### src/rtl/display_sched_pkg.sv
// Shared constants for the display frame scheduler: FSM state encoding,
// object slot indices and default register geometry.
package display_sched_pkg;

    // Default geometry of the display object register bank
    localparam int DEF_NUM_OBJ = 6;
    localparam int DEF_DATA_W  = 32;

    // Scheduler FSM state encoding (OPEN, ARMED, COPY)
    localparam logic [1:0] ST_OPEN  = 2'd0;
    localparam logic [1:0] ST_ARMED = 2'd1;
    localparam logic [1:0] ST_COPY  = 2'd2;

    // Object slot indices
    localparam int OBJ_PIPE1 = 0;
    localparam int OBJ_PIPE2 = 1;
    localparam int OBJ_PIPE3 = 2;
    localparam int OBJ_PIPE4 = 3;
    localparam int OBJ_BIRD  = 4;
    localparam int OBJ_SCORE = 5;

endpackage

### src/rtl/frame_tick_divider.sv
// Frame-boundary driven counters: a free-running 16-bit frame counter and a
// TICK_FRAMES divider that emits a one-cycle game_tick when it wraps.
module frame_tick_divider #(
    parameter int TICK_FRAMES = 2
) (
    input  logic        clk,
    input  logic        reset,
    input  logic        screen_end,
    output logic        game_tick,
    output logic [15:0] frame_count
);
    import display_sched_pkg::*;

    localparam logic [7:0] DIV_LAST = 8'(TICK_FRAMES - 1);

    logic [7:0]  div_q, div_d;
    logic        tick_q, tick_d;
    logic [15:0] cnt_q, cnt_d;

    // Advance counters on each frame boundary; tick is a registered pulse
    always_comb begin
        div_d  = div_q;
        tick_d = 1'b0;
        cnt_d  = cnt_q;
        if (screen_end) begin
            cnt_d = cnt_q + 16'd1;
            if (div_q == DIV_LAST) begin
                div_d  = 8'd0;
                tick_d = 1'b1;
            end else begin
                div_d = div_q + 8'd1;
            end
        end
    end

    // Counter registers with synchronous reset
    always_ff @(posedge clk) begin
        if (reset) begin
            div_q  <= 8'd0;
            tick_q <= 1'b0;
            cnt_q  <= 16'd0;
        end else begin
            div_q  <= div_d;
            tick_q <= tick_d;
            cnt_q  <= cnt_d;
        end
    end

    assign game_tick   = tick_q;
    assign frame_count = cnt_q;

endmodule

### src/rtl/display_frame_scheduler.sv
// Tear-free commit scheduler: object values are staged at any time and a
// committed batch is copied to the display registers only at a frame end.
// Optional build macro FRAME_MISS_STATS_EN adds a saturating counter of
// frames shown while staged data was still uncommitted.
//
// Handshake: a staging write takes effect on any cycle where wr_valid and
// wr_ready are both high; wr_ready is high only in OPEN. Writes to an index
// >= NUM_OBJ are accepted and dropped.
module display_frame_scheduler
    import display_sched_pkg::*;
#(
    parameter int NUM_OBJ     = DEF_NUM_OBJ,
    parameter int DATA_W      = DEF_DATA_W,
    parameter int IDX_W       = 3,
    parameter int TICK_FRAMES = 2
) (
    input  logic                      clk,
    input  logic                      reset,
    input  logic                      screen_end,
    input  logic                      wr_valid,
    input  logic [IDX_W-1:0]          wr_idx,
    input  logic [DATA_W-1:0]         wr_data,
    output logic                      wr_ready,
    input  logic                      commit_req,
    output logic                      commit_done,
    output logic                      busy,
    output logic [NUM_OBJ*DATA_W-1:0] obj_flat,
    output logic                      game_tick,
    output logic [15:0]               frame_count,
    output logic [7:0]                missed_frames
);

    localparam int FLAT_W = NUM_OBJ * DATA_W;

    logic [1:0]        state_q, state_d;
    logic [FLAT_W-1:0] stage_q, stage_d;
    logic [FLAT_W-1:0] disp_q, disp_d;
    logic              dirty_q, dirty_d;
    logic              done_q, done_d;

    // FSM next state, staging writes and the frame-end copy
    always_comb begin
        state_d = state_q;
        stage_d = stage_q;
        disp_d  = disp_q;
        dirty_d = dirty_q;
        done_d  = 1'b0;
        case (state_q)
            ST_OPEN: begin
                if (wr_valid) begin
                    for (int i = 0; i < NUM_OBJ; i++) begin
                        if (wr_idx == IDX_W'(i)) begin
                            stage_d[i*DATA_W +: DATA_W] = wr_data;
                            dirty_d = 1'b1;
                        end
                    end
                end
                // A write in the same cycle as the request joins the batch
                if (commit_req) state_d = ST_ARMED;
            end
            ST_ARMED: begin
                if (screen_end) state_d = ST_COPY;
            end
            ST_COPY: begin
                disp_d  = stage_q;
                dirty_d = 1'b0;
                done_d  = 1'b1;
                state_d = ST_OPEN;
            end
            default: state_d = ST_OPEN;
        endcase
    end

    // State and register bank; reset aborts any pending commit
    always_ff @(posedge clk) begin
        if (reset) begin
            state_q <= ST_OPEN;
            stage_q <= '0;
            disp_q  <= '0;
            dirty_q <= 1'b0;
            done_q  <= 1'b0;
        end else begin
            state_q <= state_d;
            stage_q <= stage_d;
            disp_q  <= disp_d;
            dirty_q <= dirty_d;
            done_q  <= done_d;
        end
    end

    assign wr_ready    = (state_q == ST_OPEN);
    assign busy        = (state_q == ST_ARMED) || (state_q == ST_COPY);
    assign obj_flat    = disp_q;
    assign commit_done = done_q;

`ifdef FRAME_MISS_STATS_EN
    logic [7:0] miss_q, miss_d;

    // Count frames displayed while staged data sits uncommitted
    always_comb begin
        miss_d = miss_q;
        if (screen_end && (state_q == ST_OPEN) && dirty_q && (miss_q != 8'hFF))
            miss_d = miss_q + 8'd1;
    end

    // Stale-frame counter register
    always_ff @(posedge clk) begin
        if (reset) miss_q <= 8'd0;
        else       miss_q <= miss_d;
    end

    assign missed_frames = miss_q;
`else
    assign missed_frames = 8'd0;
`endif

    frame_tick_divider #(
        .TICK_FRAMES(TICK_FRAMES)
    ) u_div (
        .clk        (clk),
        .reset      (reset),
        .screen_end (screen_end),
        .game_tick  (game_tick),
        .frame_count(frame_count)
    );

endmodule

### config.mk
export PLATFORM = sky130hd
export DESIGN_NAME = display_frame_scheduler
export DESIGN_NICKNAME = d
export VERILOG_FILES = /design/src/rtl/display_sched_pkg.sv /design/src/rtl/frame_tick_divider.sv /design/src/rtl/display_frame_scheduler.sv
export SDC_FILE = /design/constraint.sdc
export NUM_CORES = 1
export LEC_CHECK = 0
export BUFFER_PORTS_ARGS = -buffer_cell sky130_fd_sc_hd__buf_2
export CAP_MARGIN = 40
export CELL_PAD_IN_SITES_DETAIL_PLACEMENT = 0
export CELL_PAD_IN_SITES_GLOBAL_PLACEMENT = 1
export CORE_ASPECT_RATIO = 0.75
export CORE_MARGIN = 1
export CORE_UTILIZATION = 45
export CTS_CLUSTER_DIAMETER = 150
export DETAILED_ROUTE_END_ITERATION = 16
export PLACE_DENSITY = 0.88
export SLEW_MARGIN = 20
export SYNTH_ARGS = -nofsm -noshare
export SYNTH_HDL_FRONTEND = slang
export SYNTH_SLANG_ARGS = --single-unit
### constraint.sdc
create_clock -name clk -period 4.67 [get_ports clk]
set_input_delay 0.467 -clock clk [delete_from_list [all_inputs] [get_ports clk]]
set_output_delay 0.467 -clock clk [all_outputs]
set_load 0.1 [all_outputs]
# After elaboration in Yosys (flattened, before gate mapping)
# Index checks and enable logic that the tools add are counted.
# classes
reduce_logical	11
muxes	6
n_bitwise	1
n_eq_ne	10
addsub	2
# ops
operator	count
3-bit AND reduction	6
16-bit by 1-bit adder with 16-bit output, second input constant	1
8-bit by 1-bit adder with 8-bit output, second input constant	1
8-bit by 1-bit == test with 1-bit output, second input constant	1
8-bit two-way mux	1
3-bit by 2-bit == test with 1-bit output, second input constant	2
3-bit == test, second input constant	2
2-bit two-way mux	2
2-bit one-hot mux with 2 select lines	1
3-bit by 1-bit == test with 1-bit output, second input constant	1
3-bit zero test	1
2-bit by 1-bit == test with 1-bit output, second input constant	1
2-bit == test, second input constant	1
2-bit zero test	1
1-bit two-way mux	2
2-bit by 1-bit != test with 1-bit output, second input constant	1
2-bit != test, second input constant	1
2-bit AND reduction	1
2-bit OR reduction	1
1-bit logical OR	1
1-bit NOT	1
# word_totals
word_cells	42
in_bits	40
output_inout_bits	220
register_bits	412

# Logic depth before layout (Yosys ltp)
# Gate-level depths: netlist (run 1).
# logic_depth
depth_word	3
mapped_depth	9
mapped_depth_nobuf	6

# Hierarchy
# Synthesis (run 1) repeated with hierarchy kept, for this count alone.
# unflattened
cells_unflattened	1435
area_unflattened_um2	15539.9
# modules_own_cells
module	instances	area_per_inst_um2	cells_each	seq_area_each_um2
display_frame_scheduler	1	14432.6	1311	7747.4
frame_tick_divider	1	1107.3	124	500.5

# Worst setup path before layout (run 1)
# Ideal clock, no wire load.
# synth_timing
path_type	flip-flop to flip-flop
start	register state_q[0]
end	register stage_q[100]
required_time_ns	4.538
arrival_time_ns	2.240
setup_ns	0.132
path_slack_ns	2.298
n_path_buf	2
stages_incl_launch_ff	9
cell_sequence	dfxtp_1 > inv_1 > ha_1 > nand3_2 > or3b_1 > buf_2 > buf_6 > nand2_1 > a21oi_1
# synth_via
elab_chain_len	2
# synth_rtl
item	line_no	text
from (decl)	display_frame_scheduler.sv:35	logic [1:0] state_q, state_d;
from (signal assigned)	display_frame_scheduler.sv:83	state_q <= state_d;
2-bit zero test	n/a	
via wr_ready	display_frame_scheduler.sv:23	output logic wr_ready,
3-bit AND reduction (no source line)	n/a	
to (signal assigned)	display_frame_scheduler.sv:84	stage_q <= stage_d;
to (decl)	display_frame_scheduler.sv:36	logic [FLAT_W-1:0] stage_q, stage_d;
# The timed path passes the listed nets, and every way through them passes these cells.
# A chain may end at the register's enable or synchronous reset.

# Worst setup path in the final report (run 1)
# layout_timing
start	register state_q[0]
end	register disp_q[102] (netlist: obj_flat[102])
# layout_via
elab_chain_len	1
# layout_rtl
item	line_no	text
2-bit == test	display_frame_scheduler.sv:48	case (state_q)
to (signal assigned)	display_frame_scheduler.sv:85	disp_q <= disp_d;
to (decl)	display_frame_scheduler.sv:37	logic [FLAT_W-1:0] disp_q, disp_d;
# Every way passes these cells.

==> results.yml, run 1 <==
pwr:
  p_per_area_nw_per_um2: 415
  power_uw: 7270
  leakage_uw: 0.00676
  peakVddDrop_mv: 0.273
logic_synthesis:
  yosysSeqAreaShare_pct: 55.9
  syn_avg_cell_area_um2: 9.12
  syn-instance-count: 1619
  synth-edff-count: 0
  synth_area_um2: 14800
  synth_ff_type: "dfxtp_1"
  ys_types: 36
  synth_seq_cells: 412
  async_flop_share_pct: 0
  synth_warnings: 0
hold_path:
  hp-class: "input port to flop"
  holdPathStages: 3
  hp-start: "wr_data[5]"
  hold_end: "stage_q[133]"
drt:
  drt_iter0_drc: 902
  vias: 11506
  ant_nets: 0
  drc: 0
  wl_per_cell_um: 17.1
  wl_um: 39000
  detailedRoute.firstPassIterationCount: 5
  vias_per_cell: 5.04
timing:
  hold_violations: 0
  final.setup_skew_ns: 0.0128
  finalCritPeriodShare_pct: 49.7
  fin_setup_tns_ns: 0
  final_max_slew_viol_count: 0
  fin_crit_ns: 2.32
  max_slew_margin_pct: 30.0
  timing.fmax_ghz: 0.431
  worstMarginPinSlew_ns: 1.05
  setup_viol: 0
  rsz0062_at_grt: "false"
finish:
  layout-drive-gt1-share_pct: 18.3
  mostFrequentLayoutCells: "dfxtp_1, nand2_1, buf_2"
  fillers: 3035
  multiInputGateArea_um2: 5900
  fin_nets: 1863
  fin_cells: 2282
  mostFrequentLayoutCell: "dfxtp_1"
  area.sequential_um2: 8250
  area_growth_pct: 18.6
  antennaDiodeCount: 0
setup_path:
  start_kind: "flop"
  crit_path_end_kind: "flop"
  worstPathArrival_ns: 2.73
  r2r_slack_ns: 2.35
  reg2regPathDepth: 5
  rr_endpoint: "obj_flat[102]"
  cp_max_fo: 36
  crit_required_ns: 5.07
  timing.rr.start: "state_q[0]"
  critPathKind: "flop to flop"
grt:
  grt_pass1_wl_um: 60900
  grt_pass1_vias: 10716
  track_usage_pct: 23.1
  grt_antenna_before_repair: 0
  overflow: 0
  grt_max_degree: 165
clock_network:
  clockBufferDepth: 3
  clock_latency_ns: 0.54
  cts.repair.resized: 0
  cts_setup_buffers: 0
  cts_hold_buf: 0
  cts_tree: "yes"
  numCtsBuffers: 41
  cts-root-buf: "clkbuf_16"
  clock_sinks: 412
  htreeDepth: 2
  clkTransAtPathRegs_ns: 0.07
place:
  gp_congestion: 0.789
  place_inst: 2214
  hpwlAfterDp_um: 24800
  numPortBuffers: 251
outcome:
  status: "finished, final reports clean"
floorplan:
  start_util_pct: 45.7
  die_h_um: 159
  io-pin-count: 260
  core-area_um2: 32300
  die-area_um2: 33500
  die-width_um: 211
  core.rowCount: 57
flow_run:
  max_cap_viol_count: 0
registers in the layout (all words and copies together) (netlist names):
| name | flops |
|---|---|
| commit_done | 1 |
| obj_flat | 192 |
| u_div.frame_count | 16 |
| stage_q | 192 |
| u_div.game_tick | 1 |
| state_q | 2 |
| u_div.div_q | 8 |
metal layers:
layer  vias to the layer above  part of all wire (%)  track usage, %
li1                       5650                     -               -
met1                      5475                    48            33.9
met2                       319                    44            34.9
met3                        62                   5.8            3.70
met4                         0                   2.2            6.69
met5                         -                     0               0
final cells by class:
| cell class | count | share of cell area [%] |
|---|---|---|
| sequential | 412 | 47.1 |
| multi-input combinational | 1087 | 33.7 |
| timing repair buffer | 268 | 8.59 |
| inverter | 6 | 0.129 |
| clock inverter | 5 | 0.372 |
| clock buffer | 62 | 6.95 |
| tap | 442 | 3.16 |
cells in the mapped netlist, types with 3 or more instances:
master	number	area, um^2
mux2i_1	194	1940
nand4_1	8	50.1
xor2_1	6	52.6
nand3_1	4	20.0
nor2b_1	3	18.8
nor3_1	5	25.0
o21ai_0	3	15.0
xnor2_1	13	114
nor2_1	221	830
or3_1	3	18.8
nor4_1	4	25.0
a21oi_1	195	976
buf_4	15	113
clkbuf_1	37	139
nand2_1	394	1480
buf_2	48	240
and3b_1	3	26.3
ha_1	7	87.6
dfxtp_1	412	8250
inv_1	6	22.5
buf_6	12	135
buf_1	9	33.8
worst max-delay path, stage by stage, from the launching register on:
cell and delay (ns):
dfxtp_1 0.33, inv_1 0.14, ha_4 0.66, buf_4 0.64, mux2i_1 0.29, nor2_1 0.06
power breakdown:
| part | leakage (uW) | internal (uW) | switching [uW] |
|---|---|---|---|
| Sequential | 0.00332 | 3560 | 28.8 |
| Clock | 0.000628 | 1850 | 1340 |
| Combinational | 0.00281 | 128 | 365 |
through the flow:
step	hold WS (ns)	utilization [%]	instance area [um^2]	worst slack, ns
after global routing	0.243	54.2	17500	2.20
after floorplan	0.436	-	14800	2.30
after detailed placement	0.447	50.2	16200	2.37
after CTS	0.223	54.1	17500	2.36
after global placement	0.441	49.8	16100	2.33
final	0.257	54.2	17500	2.35
how the worst max path moves through the flow:
stage               start            end  slack, ns  cells past startpoint
2_1_floorplan  state_q[0]   stage_q[100]       2.30                      8
3_3_place_gp   state_q[0]    stage_q[31]       2.33                      6
3_5_place_dp   state_q[0]   obj_flat[48]       2.37                      5
4_1_cts        state_q[0]  obj_flat[102]       2.36                      5
5_1_grt        state_q[0]    stage_q[41]       2.20                      7
6_report       state_q[0]  obj_flat[102]       2.35                      5
logic make-up after synthesis:
logic type | count (synthesis) | share of synthesized area (%)
multiplexers | 195 | 13.2
AO/OA/AOI/OAI | 199 | 6.76
flip-flops | 412 | 55.9
buffers and inverters | 127 | 4.63
AND/OR/NAND/NOR | 659 | 17.8
adder cells (fa/ha/maj) | 7 | 0.593
other | 1 | 0.0254
XOR/XNOR | 19 | 1.13
Note: power is estimated with default switching activity, not from simulation.
==> inputs of run 2 (changes only) <==
CORE_UTILIZATION = 38   (was 45)
PLACE_DENSITY = 0.8   (was 0.88)
clock period = 1.9 ns   (was 4.67 ns; I/O delays follow)
==> run 2 against run 1 <==
Effect of this change: wire length increased by 1.7%; total power grew to 2.6 times the previous value; count of clock-buffer cells in the layout decreased by 1; hold slack worse by 0.22 ns; cell area grew 5.7%; register-to-register slack got worse by 2.2 ns; cell count is 6.0% higher; critical path depth is 2 lower; critical path type is now flop to primary output; largest cell class unchanged.
==> results.yml, run 2 (synthesis gave the netlist of run 1 again) <==
outcome:
  status: "finished, final reports clean"
setup_path:
  worstPathArrival_ns: 1.64
  critPathKind: "flop to primary output"
  timing.rr.start: "state_q[0]"
  crit_path_end_kind: "primary output"
  r2r_slack_ns: 0.17
  crit_required_ns: 1.71
  path_cells: "inv_1, ha_4, buf_4"
  cpMaxStageDelayCell: "dfxtp_1"
  reg2regPathDepth: 7
  cpPeakStageDelay_ns: 0.40
  cp_max_fo: 3
  rr_endpoint: "stage_q[114]"
  start_kind: "flop"
place:
  dp_worst_setup_slack_ns: 0.152
  hpwlAfterDp_um: 26000
  place_inst: 2310
  gp_congestion: 0.772
  numPortBuffers: 251
floorplan:
  die-width_um: 230
  die-area_um2: 39700
  io-pin-count: 260
  start_util_pct: 38.6
  die_h_um: 173
  core.rowCount: 62
  core-area_um2: 38200
clock_network:
  cts-root-buf: "clkbuf_16"
  cts_setup_buffers: 0
  htreeDepth: 2
  clkTransAtPathRegs_ns: 0.06
  clock_sinks: 412
  clockBufferDepth: 3
  clock_latency_ns: 0.55
  cts_tree: "yes"
  numCtsBuffers: 42
drt:
  wl_um: 39600
  vias_per_cell: 4.79
  drt_iter0_drc: 643
  wl_per_cell_um: 16.4
  ant_nets: 0
  detailedRoute.firstPassIterationCount: 5
  vias: 11583
  drc: 0
timing:
  max_slew_margin_pct: 63.9
  finalCritPeriodShare_pct: 96.5
  fin_setup_tns_ns: 0
  final.setup_skew_ns: 0.0111
  rsz0062_at_grt: "false"
  fin_crit_ns: 1.83
  hold_violations: 0
  final_max_slew_viol_count: 0
  worst_slack_ns: 0.0668
  setup_viol: 0
  worstMarginPinSlew_ns: 0.545
  timing.fmax_ghz: 0.545
finish:
  layout-drive-gt1-share_pct: 20.4
  area_growth_pct: 25.3
  fin_util_pct: 48.4
  fin_nets: 1920
  mostFrequentLayoutCell: "dfxtp_1"
  fin_cells: 2419
  fillers: 3590
  antennaDiodeCount: 0
  mostFrequentLayoutCells: "dfxtp_1, nand2_1, buf_2"
hold_path:
  hp-class: "input port to flop"
  hp-start: "wr_data[0]"
  holdPathStages: 3
  hold_end: "stage_q[160]"
pwr:
  p_seq_share_pct: 46.4
  p_comb_share_pct: 7.1
  power_uw: 19000
  switching_share_pct: 23.5
  leakage_uw: 0.00717
  p_per_area_nw_per_um2: 1030
  p_switching_uw: 4470
  peakVddDrop_mv: 0.606
  clockPowerShare_pct: 46.5
  cell_internal_pwr_uw: 14500
grt:
  overflow: 0
  grt_antenna_before_repair: 0
  track_usage_pct: 19.5
  grt_max_degree: 65
  grt_pass1_wl_um: 61300
  grt_pass1_vias: 11013
flow_run:
  max_cap_viol_count: 0
-- run 2: changes by cell type in the layout (fill, tap and decap cells not counted), sizes merged --
cell and change:
dlygate4sd3 +31, clkinvlp +2, clkbuf -1, buf +25
inv +1, bufinv +4, clkinv +5
-- run 2: routing by layer --
layer | GRT usage, % | wire, um | vias up
li1 | - | - | 5786
met1 | 26.7 | 18700 | 5466
met2 | 30.8 | 17700 | 270
met3 | 4.22 | 2390 | 61
met4 | 5.25 | 805 | 0
met5 | 0 | 0 | -
-- run 2: stage by stage --
| step | instance area [um^2] | hold slack, ns |
|---|---|---|
| floorplan | 14800 | 0.326 |
| global placement | 16700 | 0.441 |
| detailed placement | 16700 | 0.447 |
| CTS | 18500 | 0.00109 |
| global route | 18500 | 0.0289 |
| finish | 18500 | 0.0342 |
-- run 2: worst max path at each step --
stage                     cells after the start                  start                    end  slack, ns
after global routing                          3             state_q[1]                   busy       0.01
after CTS                                     3             state_q[1]                   busy       0.04
after detailed placement                      7             state_q[0]            stage_q[36]       0.15
after global placement                        7             state_q[0]            stage_q[71]       0.22
after floorplan                               4  u_div.frame_count[10]  u_div.frame_count[15]       0.03
final                                         3             state_q[1]                   busy       0.07
-- run 2: power groups by stage --
stage	Sequential [uW]	Clock, uW	Combinational (uW)
after CTS	8820	9060	1360
after floorplan	9130	0	794
after global routing	8830	9400	1440
final	8820	8850	1350
after global placement	9010	0	1290
after detailed placement	9020	0	1310
-- run 2: cell type report --
type                    count  area [um^2]  share of cell area (%)
well taps                 512          641                    3.46
inverters                   6         22.5                   0.122
clock buffers              61         1280                    6.90
multi-input cells        1087         5910                    31.9
flip-flops and latches    412         8260                    44.7
clock inverters            17          225                    1.22
repair buffers            324         2160                    11.7
-- run 2: repair_timing --
item,CTS,global route
endpoints found under the setup margin,2,6
hold buffers,31,0
endpoints found under the hold margin,178,0
gates resized for setup,2,2
-- run 2: critical path, delay by kind of cell (launching register included) --
kind	cells	cell delay, ns
adders and majority gates	1	0.29
buffers and inverters	2	0.41
DFF	1	0.40
